`config.mk`:
```
export PLATFORM = sky130hd
export DESIGN_NAME = pinwheel_regfile_ctrl
export DESIGN_NICKNAME = d
export VERILOG_FILES = /design/src/rtl/pinwheel_pkg.sv /design/src/rtl/pinwheel_rr_arb2.sv /design/src/rtl/pinwheel_regfile_ctrl.sv
export SDC_FILE = /design/constraint.sdc
export NUM_CORES = 1
export LEC_CHECK = 0
export BUFFER_PORTS_ARGS = -buffer_cell sky130_fd_sc_hd__buf_2
export CAP_MARGIN = 10
export CORE_UTILIZATION = 45
export CTS_CLUSTER_SIZE = 12
export DETAILED_ROUTE_END_ITERATION = 10
export PLACE_DENSITY = 0.86
export SYNTH_ARGS = -nofsm -noshare
export SYNTH_HDL_FRONTEND = slang
export SYNTH_SLANG_ARGS = --single-unit
```
`constraint.sdc`:
```
create_clock -name clk -period 3.2 [get_ports clk]
set_clock_uncertainty 0.2 [all_clocks]
set_input_delay 0.32 -clock clk [delete_from_list [all_inputs] [get_ports clk]]
set_output_delay 0.32 -clock clk [all_outputs]
set_load 0.005 [all_outputs]
```
`src/rtl/pinwheel_pkg.sv`:
```
// Shared types for the pinwheel register-file write controller.
// Latency: n/a (types and constants only).
// Backpressure: n/a.
package pinwheel_pkg;

  // Regfile data width is fixed for every pinwheel configuration.
  localparam int WORD_BITS = 32;

  // Controller phases: sweeping zeros into the regfile, or serving writers.
  typedef enum logic {
    ST_CLEAR = 1'b0,
    ST_RUN   = 1'b1
  } state_t;

  // Identity of the two arbitrated write sources.
  typedef enum logic {
    REQ_LD  = 1'b0,
    REQ_DBG = 1'b1
  } req_id_t;

endpackage

```
`src/rtl/pinwheel_rr_arb2.sv`:
```
// Two-way round-robin arbiter between load-return and debug writers.
// Latency: grants are combinational; only the fairness pointer is registered.
// Backpressure: en_i=0 withholds both grants; a grant is never given without its request.
module pinwheel_rr_arb2
  import pinwheel_pkg::*;
(
  input  logic clk,
  input  logic rst,
  input  logic en_i,
  input  logic req_ld_i,
  input  logic req_dbg_i,
  output logic gnt_ld_o,
  output logic gnt_dbg_o
);

  // Requester that won most recently; the other one wins the next tie.
  req_id_t last_q;
  req_id_t last_d;

  // Pick a winner: lone requester wins, a tie goes to the one not served last.
  always_comb begin
    gnt_ld_o  = 1'b0;
    gnt_dbg_o = 1'b0;
    last_d    = last_q;
    if (en_i) begin
      if (req_ld_i && req_dbg_i) begin
        if (last_q == REQ_DBG) begin
          gnt_ld_o = 1'b1;
        end else begin
          gnt_dbg_o = 1'b1;
        end
      end else if (req_ld_i) begin
        gnt_ld_o = 1'b1;
      end else if (req_dbg_i) begin
        gnt_dbg_o = 1'b1;
      end
    end
    if (gnt_ld_o) begin
      last_d = REQ_LD;
    end else if (gnt_dbg_o) begin
      last_d = REQ_DBG;
    end
  end

  // Pointer register; reset pretends debug won last so load is favoured first.
  always_ff @(posedge clk or posedge rst) begin
    if (rst) begin
      last_q <= REQ_DBG;
    end else begin
      last_q <= last_d;
    end
  end

endmodule

```
`src/rtl/pinwheel_regfile_ctrl.sv`:
```
// Regfile write-port controller: zero-clear sweep, then wb > round-robin(ld, dbg).
// Latency: a granted write reaches waddr/wdata/wren one cycle after the grant.
// Backpressure: wb never stalls (dropped during clear); ld/dbg stall on ready=0.
module pinwheel_regfile_ctrl
  import pinwheel_pkg::*;
#(
  parameter int reg_count    = 32,
  parameter int thread_count = 4
) (
  input  logic                                       clk,
  input  logic                                       rst,
  input  logic                                       clear_req,
  input  logic                                       wb_valid,
  input  logic [$clog2(reg_count*thread_count)-1:0]  wb_addr,
  input  logic [WORD_BITS-1:0]                       wb_data,
  input  logic                                       ld_valid,
  output logic                                       ld_ready,
  input  logic [$clog2(reg_count*thread_count)-1:0]  ld_addr,
  input  logic [WORD_BITS-1:0]                       ld_data,
  input  logic                                       dbg_valid,
  output logic                                       dbg_ready,
  input  logic [$clog2(reg_count*thread_count)-1:0]  dbg_addr,
  input  logic [WORD_BITS-1:0]                       dbg_data,
  output logic [$clog2(reg_count*thread_count)-1:0]  waddr,
  output logic [WORD_BITS-1:0]                       wdata,
  output logic                                       wren,
  output logic                                       clear_done,
  output logic                                       wb_drop_err
);

  localparam int reg_total = reg_count * thread_count;
  localparam int addr_bits = $clog2(reg_total);
  localparam int word_bits = WORD_BITS;

  localparam logic [addr_bits-1:0] LAST_ADDR = addr_bits'(reg_total - 1);
  localparam logic [addr_bits-1:0] REG_CNT_W = addr_bits'(reg_count);

  state_t                 state_q, state_d;
  logic [addr_bits-1:0]   cnt_q, cnt_d;
  logic [addr_bits-1:0]   waddr_q, waddr_d;
  logic [word_bits-1:0]   wdata_q, wdata_d;
  logic                   wren_q, wren_d;
  logic                   drop_err_q, drop_err_d;

  logic                   arb_en;
  logic                   gnt_ld;
  logic                   gnt_dbg;
  logic                   sel_vld;
  logic [addr_bits-1:0]   sel_addr;
  logic [word_bits-1:0]   sel_data;

  // Writeback owns the port outright, so ld/dbg compete only when it is idle.
  assign arb_en = (state_q == ST_RUN) && !wb_valid;

  pinwheel_rr_arb2 u_arb (
    .clk       (clk),
    .rst       (rst),
    .en_i      (arb_en),
    .req_ld_i  (ld_valid),
    .req_dbg_i (dbg_valid),
    .gnt_ld_o  (gnt_ld),
    .gnt_dbg_o (gnt_dbg)
  );

  assign ld_ready    = gnt_ld;
  assign dbg_ready   = gnt_dbg;
  assign waddr       = waddr_q;
  assign wdata       = wdata_q;
  assign wren        = wren_q;
  assign clear_done  = (state_q == ST_RUN);
  assign wb_drop_err = drop_err_q;

  // Select the source that owns the write port this cycle while running.
  always_comb begin
    sel_vld  = 1'b0;
    sel_addr = '0;
    sel_data = '0;
    if (state_q == ST_RUN) begin
      if (wb_valid) begin
        sel_vld  = 1'b1;
        sel_addr = wb_addr;
        sel_data = wb_data;
      end else if (gnt_ld) begin
        sel_vld  = 1'b1;
        sel_addr = ld_addr;
        sel_data = ld_data;
      end else if (gnt_dbg) begin
        sel_vld  = 1'b1;
        sel_addr = dbg_addr;
        sel_data = dbg_data;
      end
    end
  end

  // Next state, clear sweep and registered write-port values.
  always_comb begin
    state_d    = state_q;
    cnt_d      = cnt_q;
    waddr_d    = waddr_q;
    wdata_d    = wdata_q;
    wren_d     = 1'b0;
    drop_err_d = drop_err_q;
    case (state_q)
      ST_CLEAR: begin
        waddr_d = cnt_q;
        wdata_d = '0;
        wren_d  = 1'b1;
        // Writeback cannot be stalled, so one arriving mid-sweep is lost.
        if (wb_valid) begin
          drop_err_d = 1'b1;
        end
        if (cnt_q == LAST_ADDR) begin
          state_d = ST_RUN;
          cnt_d   = '0;
        end else begin
          cnt_d = cnt_q + 1'b1;
        end
      end
      ST_RUN: begin
        if (sel_vld) begin
          waddr_d = sel_addr;
          wdata_d = sel_data;
          // x0 of every thread is hardwired zero: accept but suppress the write.
          wren_d  = ((sel_addr % REG_CNT_W) != '0);
        end
        // The grant in this cycle still lands; the sweep starts next cycle.
        if (clear_req) begin
          state_d = ST_CLEAR;
          cnt_d   = '0;
        end
      end
      default: begin
        state_d = ST_CLEAR;
        cnt_d   = '0;
      end
    endcase
  end

  // State, sweep counter and registered write port.
  always_ff @(posedge clk or posedge rst) begin
    if (rst) begin
      state_q    <= ST_CLEAR;
      cnt_q      <= '0;
      waddr_q    <= '0;
      wdata_q    <= '0;
      wren_q     <= 1'b0;
      drop_err_q <= 1'b0;
    end else begin
      state_q    <= state_d;
      cnt_q      <= cnt_d;
      waddr_q    <= waddr_d;
      wdata_q    <= wdata_d;
      wren_q     <= wren_d;
      drop_err_q <= drop_err_d;
    end
  end

endmodule

```
Yosys cells after proc, flatten, opt, wreduce, memory -nomap -nowiden
Cells that the tools add are included.

Register bits after elaboration: 50. Input port bits: 123. Output and inout port bits: 44. Logic and storage cells: 52.

Add/subtract/negate cells: 1. Equal/unequal tests: 3. Mux-type cells: 34. Bitwise gates (word level): 1. Reductions and logical operators: 6.

Operators with widths (count): $mux 32 (4); $pmux 32 s2 (1); $mux 7 (7); $pmux 7 s2 (2); $mux 1 (18); $add 7x1->7 const B (1); $eq 7x7->1 const B (1); $reduce_bool 7->1 (1); $pmux 1 s2 (2); $logic_and 1x1->1 (2); $ne 2x1->1 const B (1); $ne 2x2->1 const B (1); $reduce_and 2->1 (1); $reduce_bool 2->1 (1); $logic_not 1->1 (1); $not 1->1 (1).

Logic depth before layout (Yosys ltp)
Depth after elaboration: 11. Depth in mapped cells: 7. Depth with buffers taken out: 6.

Cells and area by module
Synthesis repeated with hierarchy kept, for this count alone.

Cells, all modules: 285. Area total of the unflattened synthesis: 2750.1 um^2.

By module, submodules not included: pinwheel_regfile_ctrl (times used 1, cells an instance 276, area an instance 2683.8 um^2, sequential area each 1226.2 um^2); pinwheel_rr_arb2 (times used 1, cells an instance 9, area an instance 66.3 um^2, sequential area each 26.3 um^2).

Worst setup path after synthesis
OpenSTA, ideal clock, no wires.

Path type: register -> register. From: register cnt_q[0]. To: register cnt_q[5]. Setup time: 0.082 ns. Arrival time: 1.463 ns. Required time: 2.918 ns. Setup slack: 1.455 ns. Stages on the path, launching flop included: 7. Path buffers: 0. Clock period less this slack: 1.745 ns. Cells stage by stage: dfrtp_1 -> ha_1 -> and3_1 -> and3_1 -> a21o_1 -> nand2b_1 -> a31oi_1.

Cells in the longest elaborated chain, start to end: 3. Elaborated cells between the ends (all ways): 4. Classes of those cells: 1 x add/sub; 1 x eq/ne; 2 x mux.

Ends and longest elaborated chain: from (decl) (line pinwheel_regfile_ctrl.sv:39) `logic [addr_bits-1:0] cnt_q, cnt_d;`; from (signal assigned) (line pinwheel_regfile_ctrl.sv:150) `cnt_q <= cnt_d;`; $add 7x1->7 or $eq 7x7->1 (tied branches) (line pinwheel_regfile_ctrl.sv:116, pinwheel_regfile_ctrl.sv:112); $mux 7 * (line pinwheel_regfile_ctrl.sv:112) `if (cnt_q == LAST_ADDR) begin`; $pmux 7 s2 * (line pinwheel_regfile_ctrl.sv:103) `case (state_q)`.

Mark *: on every way between the ends. The rest lies on a longest branch, timed or not. A chain may end at the register's enable or synchronous reset.

Worst setup path in the final report
From: input wb_valid. To: output ld_ready.

Cells in the longest elaborated chain, start to end: 3.

Ends and longest elaborated chain: from (decl) (line pinwheel_regfile_ctrl.sv:13) `input logic wb_valid,`; $logic_not 1->1 (line pinwheel_regfile_ctrl.sv:53) `assign arb_en = (state_q == ST_RUN) && !wb_valid;`; $logic_and 1x1->1 (line pinwheel_regfile_ctrl.sv:53); $mux 1 (line pinwheel_rr_arb2.sv:25) `if (en_i) begin`; to (decl) (line pinwheel_regfile_ctrl.sv:17) `output logic ld_ready,`.

No other way between the ends.

==> run_results.csv <==
group,metric,value,unit
status,status,"finished clean",
timing,rsz0062_at_grt,"false",
place,port_buffers,166,
cts,cts_tree,"yes",
setup_path,critPathCaptureType,"primary output",
logic_synthesis,syn_area,2430,um^2
logic_synthesis,async_flop_share,1.00,
timing,period_minus_slack,2.21,ns
cts,clock_latency,0.30,ns
finish,antennaDiodeCount,0,
grt,grt_use_total,0.253,
logic_synthesis,synth.avg_cell_area,10.1,um^2
drt,wl_per_cell,15.9,um
job,max_cap_viol_count,0,
grt,grt_pass1_vias,2403,
cts,htreeDepth,2,
timing,timing.final.ws_setup,0.986,ns
finish,nNetsFinal,523,
finish,mostFrequentLayoutCell,"buf_2",
min_path,holdCritPathClass,"in2reg",
die,io_pins,167,
finish,layout-drive-gt1-share,0.465,
logic_synthesis,synth_nets,365,
grt,grt_max_degree,51,
drt,vias_per_cell,5.86,
cts,cts.clk_slew.worst_paths,0.09,ns
power,p_total,1.64,mW
cts,cts-buffers-inserted,5,
die,die-area,5700,um^2
die,row_count,26,
cts,cts_sinks,50,
power,ir_worst_vdd,234,uV
logic_synthesis,netlist-cell-type-count,35,
setup_path,critPathLaunchType,"primary input",
finish,most-common-layout-cells,"166 x buf_2, 49 x dfrtp_1, 43 x nand2_1",
grt,grt-ovfl-total,0,
die,die_h,75.5,um
cts,cts_hold_buf,0,
place,gp_congestion,0.813,
setup_path,critPathCapture,"ld_ready",
setup_path,crit_required,2.68,ns
finish,fill_cells,422,
logic_synthesis,yosys_warnings,0,
grt,antenna_found_initial,0,
timing,setup_tns,0,ns
grt,grt_pass1_wl,10800,um
setup_path,critPathKind,"in2out",
cts,post-cts-setup-buffers,0,
die,core,5170,um^2
timing,setup_viol,0,
setup_path,path_max_fanout,44,
logic_synthesis,ys_seq_area_frac,0.515,
drt,ant_nets,0,
timing,hold_violations,0,
setup_path,worstReg2RegEnd,"wdata[14]",
logic_synthesis,synth_top_flop_cell,"dfrtp_1",
drt,drc,0,
die,die_width,75.5,um
timing,tightest_slew,1.01,ns
timing,relSlewSlack,0.325,
die,start_util,0.470,
setup_path,worstReg2RegStart,"u_arb.last_q",
power,power.density,475,nW/um^2
drt,drt_iter0_drc,319,
setup_path,arrival,1.69,ns
logic_synthesis,synth_edf_count,0,
drt,wirelength,7490,um
power,power_leakage,1.75,nW
drt,dr.pass1.iters,10,
setup_path,crit_start,"wb_valid",
logic_synthesis,ys_ff_latch,50,
logic_synthesis,syn-instance-count,241,
cts,cts.path.max_buffers,2,
place,post-place-ws,0.780,ns
cts,cts_resized,0,
setup_path,r2r_setup_slack,1.21,ns
timing,min_period_over_period,0.692,
timing,slew_violations,0,
drt,vias,2752,
place,dp_hpwl,5440,um
timing,fmax,452,MHz
cts,clockRootBuffer,"clkbuf_8",
min_path,min_path_cells,2,
setup_path,rr_worst_depth,5,
finish,area_growth,41.5,%
## worst min-delay path by stage
stage                start     endpoint  slack, ns
2_1_floorplan    clear_req     cnt_q[3]       0.21
3_3_place_gp   wb_drop_err  wb_drop_err       0.25
3_5_place_dp   wb_drop_err  wb_drop_err       0.24
4_1_cts          clear_req     cnt_q[1]       0.05
5_1_grt          clear_req     cnt_q[1]       0.05
6_report         clear_req     cnt_q[1]       0.05
## kinds of logic (layout without fill, tap and decap cells)
group | count (synthesis) | after routing | synth area share
and+or+nand+nor | 66 | 66 | 0.121
xor gates and xnor gates | 2 | 2 | 0.00720
buffers and inverters | 25 | 184 | 0.0484
DFF | 50 | 50 | 0.515
adders and majority gates | 1 | 1 | 0.00514
AOI/OAI and AO/OA | 96 | 96 | 0.299
muxes | 1 | 1 | 0.00412
## worst max-delay path, stage by stage
cell,delay (ns)
buf_2,0.37
nand3b_1,0.35
a21oi_4,0.43
buf_2,0.21
## state kept, by name, summed over array words and instances (netlist names)
name          flops
wren              1
waddr             7
wb_drop_err       1
cnt_q             7
wdata            32
clear_done        1
u_arb.last_q      1
## synth_stat cells, types with 3 or more instances
cell type	count	area (um^2)
nor2_1	7	26.3
a22oi_1	3	22.5
a221o_1	5	50.1
a222oi_1	34	340
dfrtp_1	49	1230
a21oi_1	4	20.0
and3_1	6	37.5
buf_4	4	30.0
buf_2	7	35.0
a22o_1	4	35.0
o21ai_1	35	175
nand2_1	43	161
clkbuf_1	10	37.5
## through the flow
step / hold WS (ns) / util / cell area [um^2] / std cells
2_1_floorplan: 0.211 / - / 2430 / 241
3_3_place_gp: 0.247 / 0.645 / 3330 / 462
3_5_place_dp: 0.243 / 0.645 / 3330 / 462
4_1_cts: 0.0489 / 0.665 / 3440 / 470
5_1_grt: 0.0485 / 0.665 / 3440 / 470
6_report: 0.0542 / 0.665 / 3440 / 470
## power by group
part	internal (mW)	total, mW	switching (mW)
Combinational	0.216	0.385	0.169
Sequential	0.728	0.818	0.0901
Clock	0.234	0.433	0.199
Total	1.18	1.64	0.458
## metal layers
layer  GRT usage  wire length [um]  up-vias
li1            -                 -     1263
met1       0.309              3000     1305
met2       0.441              3740      173
met3      0.0489               616       11
met4      0.0988               135        0
met5           0                 0        -
## cell type report
type,instances,area [um^2],share of cell area
Inverter,3,11.3,0.00327
Multi-Input combinational cell,166,1100,0.320
Tap cell,70,87.6,0.0255
Clock buffer,7,76.3,0.0222
Clock inverter,1,30.0,0.00873
Sequential cell,50,1250,0.364
Timing Repair Buffer,173,883,0.257
(Power assumes the default switching activity.)
